## src/rtl/genius_pkg.sv

```systemverilog
// Shared types and constants for the GENIUS sequence player.
package genius_pkg;

  // Default sequence memory depth (maximum number of rounds)
  localparam int unsigned DEF_MAX_LEN = 16;

  // Colour codes as seen on the lamp mux select
  localparam logic [1:0] COL_GREEN  = 2'b00;
  localparam logic [1:0] COL_RED    = 2'b01;
  localparam logic [1:0] COL_YELLOW = 2'b10;
  localparam logic [1:0] COL_BLUE   = 2'b11;

  // Player FSM state encoding
  typedef logic [1:0] state_t;
  localparam state_t ST_IDLE = 2'd0;
  localparam state_t ST_ON   = 2'd1;
  localparam state_t ST_OFF  = 2'd2;

endpackage

```

## src/rtl/genius_seq_mem.sv

```systemverilog
// Colour sequence register file: synchronous write, asynchronous read, no reset.
module genius_seq_mem
  import genius_pkg::*;
#(
  parameter int unsigned DEPTH = DEF_MAX_LEN,
  localparam int unsigned AW   = $clog2(DEPTH)
) (
  input  logic          clk_i,
  input  logic          we_i,
  input  logic [AW-1:0] waddr_i,
  input  logic [1:0]    wdata_i,
  input  logic [AW-1:0] raddr_i,
  output logic [1:0]    rdata_o
);

  logic [1:0] mem_q [DEPTH];

  // Write port; contents survive reset on purpose
  always_ff @(posedge clk_i) begin
    if (we_i) begin
      mem_q[waddr_i] <= wdata_i;
    end
  end

  assign rdata_o = mem_q[raddr_i];

endmodule

```

## src/rtl/genius_seq_player.sv

```systemverilog
// Steps the lamp mux select through the stored colour sequence with timed on/off phases.
module genius_seq_player
  import genius_pkg::*;
#(
  parameter int unsigned MAX_LEN = DEF_MAX_LEN,
  parameter int unsigned T_ON    = 4,
  parameter int unsigned T_OFF   = 2,
  localparam int unsigned AW     = $clog2(MAX_LEN),
  localparam int unsigned LW     = AW + 1
) (
  input  logic          clk_i,
  input  logic          rst_i,
  input  logic          start_i,
  input  logic          abort_i,
  input  logic [LW-1:0] len_i,
  input  logic          seq_we_i,
  input  logic [AW-1:0] seq_addr_i,
  input  logic [1:0]    seq_data_i,
  output logic [1:0]    sel_o,
  output logic          led_en_o,
  output logic          busy_o,
  output logic          done_o,
  output logic [AW-1:0] step_idx_o
);

  localparam int unsigned TMAX = (T_ON > T_OFF) ? T_ON : T_OFF;
  localparam int unsigned CW   = $clog2(TMAX) + 1;

  state_t        state_q, state_d;
  logic [CW-1:0] cnt_q, cnt_d;
  logic [AW-1:0] idx_q, idx_d;
  logic [AW-1:0] last_q, last_d;
  logic [1:0]    sel_q, sel_d;
  logic          led_q, led_d;
  logic          busy_q, busy_d;
  logic          done_q, done_d;

  logic          mem_we_c;
  logic [AW-1:0] rd_addr_c;
  logic [1:0]    mem_rd_c;
  logic [1:0]    rd_data_c;

  // Writes only land while idle; reads look at the colour that will be shown next
  assign mem_we_c  = seq_we_i && (state_q == ST_IDLE);
  assign rd_addr_c = (state_q == ST_IDLE) ? '0 : idx_q + AW'(1);
  // Forward a same-cycle write so START sees the colour written alongside it
  assign rd_data_c = (mem_we_c && (seq_addr_i == rd_addr_c)) ? seq_data_i : mem_rd_c;

  genius_seq_mem #(
    .DEPTH (MAX_LEN)
  ) u_mem (
    .clk_i   (clk_i),
    .we_i    (mem_we_c),
    .waddr_i (seq_addr_i),
    .wdata_i (seq_data_i),
    .raddr_i (rd_addr_c),
    .rdata_o (mem_rd_c)
  );

  // State and output registers
  always_ff @(posedge clk_i) begin
    if (rst_i) begin
      state_q <= ST_IDLE;
      cnt_q   <= '0;
      idx_q   <= '0;
      last_q  <= '0;
      sel_q   <= '0;
      led_q   <= 1'b0;
      busy_q  <= 1'b0;
      done_q  <= 1'b0;
    end else begin
      state_q <= state_d;
      cnt_q   <= cnt_d;
      idx_q   <= idx_d;
      last_q  <= last_d;
      sel_q   <= sel_d;
      led_q   <= led_d;
      busy_q  <= busy_d;
      done_q  <= done_d;
    end
  end

  // Next-state and next-output logic; outputs describe the state being entered
  always_comb begin
    state_d = state_q;
    cnt_d   = cnt_q;
    idx_d   = idx_q;
    last_d  = last_q;
    sel_d   = sel_q;
    led_d   = 1'b0;
    busy_d  = 1'b0;
    done_d  = 1'b0;

    case (state_q)
      ST_IDLE: begin
        if (start_i && !abort_i) begin
          if (len_i == LW'(0)) begin
            done_d = 1'b1;
          end else begin
            state_d = ST_ON;
            cnt_d   = '0;
            idx_d   = '0;
            last_d  = (len_i >= LW'(MAX_LEN)) ? AW'(MAX_LEN - 1) : AW'(len_i - LW'(1));
            sel_d   = rd_data_c;
            led_d   = 1'b1;
            busy_d  = 1'b1;
          end
        end
      end
      ST_ON: begin
        busy_d = 1'b1;
        if (cnt_q == CW'(T_ON - 1)) begin
          state_d = ST_OFF;
          cnt_d   = '0;
        end else begin
          cnt_d = cnt_q + CW'(1);
          led_d = 1'b1;
        end
      end
      ST_OFF: begin
        busy_d = 1'b1;
        if (cnt_q == CW'(T_OFF - 1)) begin
          cnt_d = '0;
          if (idx_q == last_q) begin
            state_d = ST_IDLE;
            busy_d  = 1'b0;
            done_d  = 1'b1;
          end else begin
            state_d = ST_ON;
            idx_d   = idx_q + AW'(1);
            sel_d   = rd_data_c;
            led_d   = 1'b1;
          end
        end else begin
          cnt_d = cnt_q + CW'(1);
        end
      end
      default: begin
        state_d = ST_IDLE;
        cnt_d   = '0;
      end
    endcase

    // Abort overrides whatever phase transition was due this cycle
    if (abort_i && (state_q != ST_IDLE)) begin
      state_d = ST_IDLE;
      cnt_d   = '0;
      led_d   = 1'b0;
      busy_d  = 1'b0;
      done_d  = 1'b0;
    end
  end

  assign sel_o      = sel_q;
  assign led_en_o   = led_q;
  assign busy_o     = busy_q;
  assign done_o     = done_q;
  assign step_idx_o = idx_q;

endmodule

```

## config.mk

```make
export PLATFORM = sky130hd
export DESIGN_NAME = genius_seq_player
export DESIGN_NICKNAME = d
export VERILOG_FILES = /design/src/rtl/genius_pkg.sv /design/src/rtl/genius_seq_mem.sv /design/src/rtl/genius_seq_player.sv
export SDC_FILE = /design/constraint.sdc
export NUM_CORES = 1
export LEC_CHECK = 0
export CAP_MARGIN = 5
export CELL_PAD_IN_SITES_DETAIL_PLACEMENT = 2
export CELL_PAD_IN_SITES_GLOBAL_PLACEMENT = 2
export CORE_MARGIN = 2
export CORE_UTILIZATION = 34
export CTS_CLUSTER_SIZE = 24
export DETAILED_ROUTE_END_ITERATION = 6
export PLACE_DENSITY = 0.86
export SLEW_MARGIN = 10
export SYNTH_ARGS = -nofsm -noshare
export SYNTH_HDL_FRONTEND = slang
export SYNTH_SLANG_ARGS = --single-unit
```

## constraint.sdc

```tcl
create_clock -name clk_i -period 1.9 [get_ports clk_i]
set_clock_uncertainty 0.1 [all_clocks]
set_input_delay 0.285 -clock clk_i [delete_from_list [all_inputs] [get_ports clk_i]]
set_output_delay 0.285 -clock clk_i [all_outputs]
set_load 0.1 [all_outputs]
```

==> results of run 1 <==
cells in the final DEF (no fill, tap or decap), types with 4 or more instances in the layout:
cell             synthesis  final
buf_6                    1      6
nand2b_1                10      7
a21oi_1                 10      9
nor2_1                  28     26
nand2_1                  8      8
nor3_1                  14     11
mux2i_1                  5      5
inv_2                    1      4
clkbuf_8                 0      5
edfxtp_1                32     32
o21ai_0                  6      5
dfxtp_4                  0      4
ha_1                    11      7
dfxtp_1                 18     11
mux2_2                   6      5
nand4_1                  4      4
buf_4                    0     74
buf_12                   0      6
clkdlybuf4s50_1          0     12
inv_1                   14     10
final cells by class:
type / count / area (um2) / share of cell area
Inverter: 15 / 58.8 / 0.0149
Clock inverter: 3 / 28.8 / 0.00728
Clock buffer: 5 / 68.8 / 0.0174
Multi-Input combinational cell: 162 / 1420 / 0.359
Sequential cell: 50 / 1340 / 0.339
Timing Repair Buffer: 102 / 913 / 0.231
Tap cell: 99 / 124 / 0.0313
cells by family after synthesis:
| family | count (synthesis) | share of synthesized area |
|---|---|---|
| adders and majority gates | 11 | 0.0532 |
| muxes | 12 | 0.0542 |
| and+or+nand+nor | 88 | 0.180 |
| buffers and inverters | 25 | 0.0416 |
| DFF | 50 | 0.511 |
| xor gates and xnor gates | 8 | 0.0343 |
| AOI/OAI and AO/OA | 43 | 0.126 |
per-layer routing:
layer | track usage | vias up
met2 | 0.448 | 44
li1 | - | 1070
met5 | 0 | -
met3 | 0.0299 | 16
met1 | 0.238 | 1176
met4 | 0.0644 | 0
repair_timing:
item | in CTS | in global routing
hold buffers | 0 | 0
setup endpoints to repair | 49 | 11
gates resized for setup | 36 | 27
pin swaps | 11 | 13
setup buffers | 10 | 17
sequential cells by signal, summed over array words and instances, names as in the netlist:
| name | cells |
|---|---|
| u_mem.mem_q | 32 |
| done_o | 1 |
| last_q | 4 |
| busy_o | 1 |
| cnt_q | 3 |
| state_q | 2 |
| step_idx_o | 4 |
| sel_o | 2 |
| led_en_o | 1 |
report_power, final:
| part | internal, mW | total [mW] | switching (mW) |
|---|---|---|---|
| sequential | 1.19 | 1.23 | 0.0359 |
| combinational | 0.405 | 0.919 | 0.513 |
| clock | 0.276 | 0.694 | 0.418 |
final timing paths:
check                          start                     end  slack, ns  depth (start not counted)
max          state_q[0]$_SDFFE_PP0P_   sel_o[0]$_SDFFE_PP0P_      -0.10                          8
min                         len_i[0]  last_q[0]$_SDFFE_PP0P_       0.29                          3
max reg2reg  state_q[0]$_SDFFE_PP0P_   sel_o[0]$_SDFFE_PP0P_      -0.10                          8
min reg2reg    cnt_q[1]$_SDFFE_PP0P_   cnt_q[1]$_SDFFE_PP0P_       0.39                          2
metrics by stage:
step | setup slack (ns) | power (mW) | hold WS [ns] | TNS (ns)
after floorplan | -0.0565 | 1.59 | 0.284 | -0.110
after global placement | -0.561 | 1.86 | 0.361 | -7.86
after detailed placement | -0.738 | 1.92 | 0.379 | -12.61
after CTS | 0.00335 | 2.67 | 0.300 | 0
after global routing | -0.131 | 2.93 | 0.310 | -1.18
final | -0.101 | 2.84 | 0.294 | -0.309
tightest hold or removal path, stage by stage:
cell and delay, ns:
clkdlybuf4s15_2 0.19, buf_4 0.12, a311oi_1 0.09
==> results.tsv, run 1 <==
stage	metric	value	unit
final_layout	fill_cells	726	
route	top_layer	met4	
critical_path	crit_buf_inv	3	
yosys	synth_warnings	0	
route	wl_met3	178	um
yosys	synth_area_leaders	edfxtp_1, dfxtp_1, ha_1	
clock_network	clock_sinks	50	
yosys	async_flop_share	0	
floorplanning	dieWidth	91.2	um
timing	period_minus_slack	2.00	ns
route	met2_length	6.09	mm
timing	final.period_utilization	1.05	
route	wirelength	10.5	mm
final_layout	final_nets	363	
floorplanning	coreArea	7290	um2
route	m1WireLength	3.97	mm
yosys	synth_largest_area_cell	edfxtp_1	
hold_path	hold_class	input port to flip-flop	
timing	rsz0062_at_grt	yes	
global_routing	grt_pass1_wl	14.3	mm
yosys	synth_ff_type	edfxtp_1	
route	drtAntennaViolNets	0	
place	post-place-cells	404	
timing	setup_viol	7	
global_routing	grt_antenna_before_repair	0	
clock_network	worstSkewPairLatency	0.33	ns
yosys	ys_ff_latch	50	
timing	maxSlewViolCount	0	
clock_network	htree_levels	2	
clock_network	clk_pin_slew	0.11	ns
floorplanning	rows	31	
outcome	violations	setup timing	
final_layout	n_antenna_cell	0	
place	port_buffers	24	
place	place_area	3420	um2
timing	slew-limit-headroom	0.631	
pwr	pwr_density_cell	718	nW/um2
floorplanning	ios	25	
yosys	synth_area	2590	um2
critical_path	critPathLaunchType	flip-flop	
route	drt-initial-drc-count	82	
place	place.gp.congestion	0.778	
critical_path	endpoint_kind	flip-flop	
route	drc	0	
final_layout	fin_cells	436	
pwr	vdd_ir_drop_max	0.307	mV
critical_path	slowest_delay	0.38	ns
timing	worst_slew_pin_slew	0.549	ns
critical_path	path_cells	inv_4 -> ha_4 -> buf_4 -> nor2_4 -> buf_6 -> mux4_2 -> o211ai_1 -> a311oi_2	
yosys	synth.most_common_cell	edfxtp_1	
global_routing	grt_pass1_vias	2641	
timing	fmax	500	MHz
critical_path	crit_fanout	7	
route	post_drt_wl_per_cell	24.0	um
place	hpwl	6.68	mm
route	first_pass_iters	4	
final_layout	area_growth	52.9	%
global_routing	grt-ovfl-total	0	
yosys	ys_types	48	
outcome	status	finished with violations	
yosys	syn_nets	264	
timing	setup_slack	-0.101	ns
global_routing	grt.total_usage	0.223	
global_routing	grt_max_degree	24	
clock_network	cts_root_buf	clkbuf_8	
timing	finalHoldViolations	0	
clock_network	cts_tree	done	
critical_path	path_class	flip-flop to flip-flop	
floorplanning	die_height	91.2	um
yosys	synth_edf_count	32	
critical_path	crit_family	compound AO/OA/AOI/OAI gates	
floorplanning	start_util	0.355	
pwr	power_leakage	1.47	nW
critical_path	critical_path_arrival	2.11	ns
final_layout	drive_above_1_share	0.445	
clock_network	cts_inserted_buffers	5	
route	vias	2306	
floorplanning	design.die.area	8320	um2
route	via_per_inst	5.29	
yosys	syn_avg_cell_area	10.9	um2
job	maxCapViolCount	0	
critical_path	crit_required	2.01	ns
yosys	synth_top_area_frac	0.371	
clock_network	clock_path_buffers	2	
yosys	yosysSeqAreaShare	0.511	
final_layout	design_area	3960	um2
critical_path	slowest_stage	dfxtp_2	
yosys	synthCells	237	
yosys	synth_common_cells	edfxtp_1, nor2_1, dfxtp_1	
final_layout	utilization	0.542	
Note: power is estimated with default switching activity, not from simulation.
==> run 2, diff against run 1 <==
Settings changed: CORE_UTILIZATION 34 to 37, PLACE_DENSITY 0.86 to 0.88.
Clock period 1.9 ns to 1.97 ns, I/O delays scaled along.
==> run 2 against run 1 <==
The flow still finishes with violations (setup timing). Die area decreased by 7.8%. First-iteration DRC count increased by 22%. Via count decreased by 2.3%. Non-clock buffer count decreased by 24. Clock power decreased by 5.5%. Cell area decreased by 5.9%. Final cell count decreased by 6.2%. Sequential share of layout area increased by 2.2 points. Flip-flop and latch count unchanged. Sequential power decreased by 4%. Highest routed layer unchanged.
==> results.tsv, run 2 (synthesis gave the netlist of run 1 again) <==
stage	metric	value	unit
timing	period_minus_slack	2.13	ns
final_layout	fill_cells	657	
route	post_drt_wl_per_cell	24.3	um
floorplanning	coreArea	6790	um2
final_layout	final_cell_mix	buf_4, edfxtp_1, nor2_1, nor3_1, clkdlybuf4s50_1	
final_layout	final_common_cell	buf_4	
pwr	p_sw	0.890	mW
global_routing	grt-ovfl-total	0	
pwr	swShare	0.340	
hold_path	hold_class	input port to flip-flop	
critical_path	crit_required	2.08	ns
route	drtAntennaViolNets	0	
outcome	status	finished with violations	
timing	hold_ws	0.323	ns
global_routing	grt_pass1_vias	2535	
critical_path	rr_worst_depth	9	
pwr	power_frac_comb	0.299	
final_layout	largest_register_ffs	32	
place	place.gp.congestion	0.778	
pwr	pwr_density_cell	702	nW/um2
global_routing	grt_antenna_before_repair	0	
timing	setup_viol	5	
clock_network	clock_sinks	50	
clock_network	cts_root_buf	clkbuf_8	
global_routing	grt.total_usage	0.243	
clock_network	clk_pin_slew	0.10	ns
hold_path	holdPathStages	3	
clock_network	clock_path_buffers	2	
pwr	p_clk_frac	0.251	
timing	final.period_utilization	1.08	
place	port_buffers	24	
timing	worst_slew_pin_slew	0.434	ns
critical_path	critical_path_arrival	2.23	ns
timing	rsz0062_at_grt	yes	
clock_network	cts_inserted_buffers	5	
final_layout	n_antenna_cell	0	
timing	maxSlewViolCount	0	
timing	fmax	470	MHz
timing	setup_slack	-0.156	ns
floorplanning	design.die.area	7680	um2
route	drc	0	
place	hpwl	6.31	mm
final_layout	multiInputGateArea	1390	um2
final_layout	final_nets	339	
final_layout	regMostFlops	u_mem.mem_q	
pwr	vdd_ir_drop_max	0.437	mV
global_routing	grt_max_degree	19	
final_layout	drive_above_1_share	0.383	
pwr	power_leakage	1.36	nW
route	wirelength	9.96	mm
global_routing	grt_pass1_wl	13.8	mm
critical_path	crit_fanout	11	
critical_path	endpoint_kind	flip-flop	
final_layout	seqCellArea	1340	um2
floorplanning	start_util	0.381	
floorplanning	rows	30	
outcome	violations	setup timing	
floorplanning	dieWidth	87.6	um
pwr	p_int	1.72	mW
timing	finalHoldViolations	0	
timing	slew-limit-headroom	0.710	
route	via_per_inst	5.51	
job	maxCapViolCount	0	
critical_path	critPathLaunchType	flip-flop	
route	first_pass_iters	4	
pwr	fin_total_pwr	2.61	mW
clock_network	cts_tree	done	
pwr	pwr-share-seq	0.450	
critical_path	path_class	flip-flop to flip-flop	
route	drt-initial-drc-count	100	
floorplanning	die_height	87.6	um
final_layout	area_growth	43.8	%
floorplanning	ios	25	
clock_network	htree_levels	2	
clock_network	worstSkewPairLatency	0.32	ns
route	vias	2254	
==> run 2: layout make-up <==
type                            instances  share of cell area
Clock buffer                            5              0.0185
Tap cell                               96              0.0323
Inverter                               15              0.0158
Sequential cell                        50               0.360
Timing Repair Buffer                   78               0.192
Multi-Input combinational cell        162               0.374
Clock inverter                          3             0.00706
==> run 2: worst paths after layout <==
| path | startpoint | to | slack [ns] |
|---|---|---|---|
| hold reg to reg | cnt_q[1]$_SDFFE_PP0P_ | cnt_q[1]$_SDFFE_PP0P_ | 0.41 |
| setup / recovery | state_q[1]$_SDFFE_PP0P_ | sel_o[0]$_SDFFE_PP0P_ | -0.16 |
| setup reg to reg | state_q[1]$_SDFFE_PP0P_ | sel_o[0]$_SDFFE_PP0P_ | -0.16 |
| hold / removal | len_i[4] | last_q[3]$_SDFFE_PP0P_ | 0.32 |
==> run 2: per-layer routing <==
metal / track usage / share of wire / vias to the layer above
met5: 0 / 0 / -
met4: 0.110 / 0.030 / 0
met3: 0.0396 / 0.024 / 19
met2: 0.467 / 0.57 / 51
met1: 0.256 / 0.38 / 1152
li1: - / - / 1032
==> run 2: stage by stage <==
stage | instances | TNS [ns] | cell area, um2 | util | setup WS [ns]
after floorplan | 237 | 0 | 2650 | - | 0.00155
after global placement | 389 | -4.61 | 3290 | 0.484 | -0.384
after detailed placement | 389 | -7.96 | 3290 | 0.484 | -0.605
after CTS | 401 | 0 | 3530 | 0.519 | 0.000573
after global routing | 409 | -0.703 | 3720 | 0.548 | -0.264
final | 409 | -0.389 | 3720 | 0.548 | -0.156
==> run 2: critical path, stage by stage (launching register included) <==
cell and delay, ns:
dfxtp_2 0.36, inv_2 0.05, ha_4 0.17, buf_12 0.15
buf_6 0.13, nor2b_1 0.18, mux2_2 0.24, buf_4 0.14
a31oi_1 0.12, a311oi_1 0.37
==> run 2: what timing repair did <==
item | in CTS | in global routing
setup endpoints to repair | 17 | 15
resized for setup | 23 | 32
gates cloned | 1 | 0
pin swaps | 7 | 13
hold buffers | 0 | 0
buffers inserted | 3 | 8
endpoints found under the hold margin | 0 | 0
==> run 2: power groups by stage <==
stage	logic [mW]	clock network [mW]	registers, mW
after floorplan	0.236	0	1.30
after global placement	0.580	0	1.19
after detailed placement	0.624	0	1.19
after CTS	0.656	0.648	1.17
after global routing	0.812	0.701	1.18
final	0.781	0.656	1.18
==> run 3, diff against run 2 <==
Settings changed: CTS_CLUSTER_DIAMETER set to 80.
==> results of run 3 <==
Final layout, timing and power as in run 2 (identical DEF).
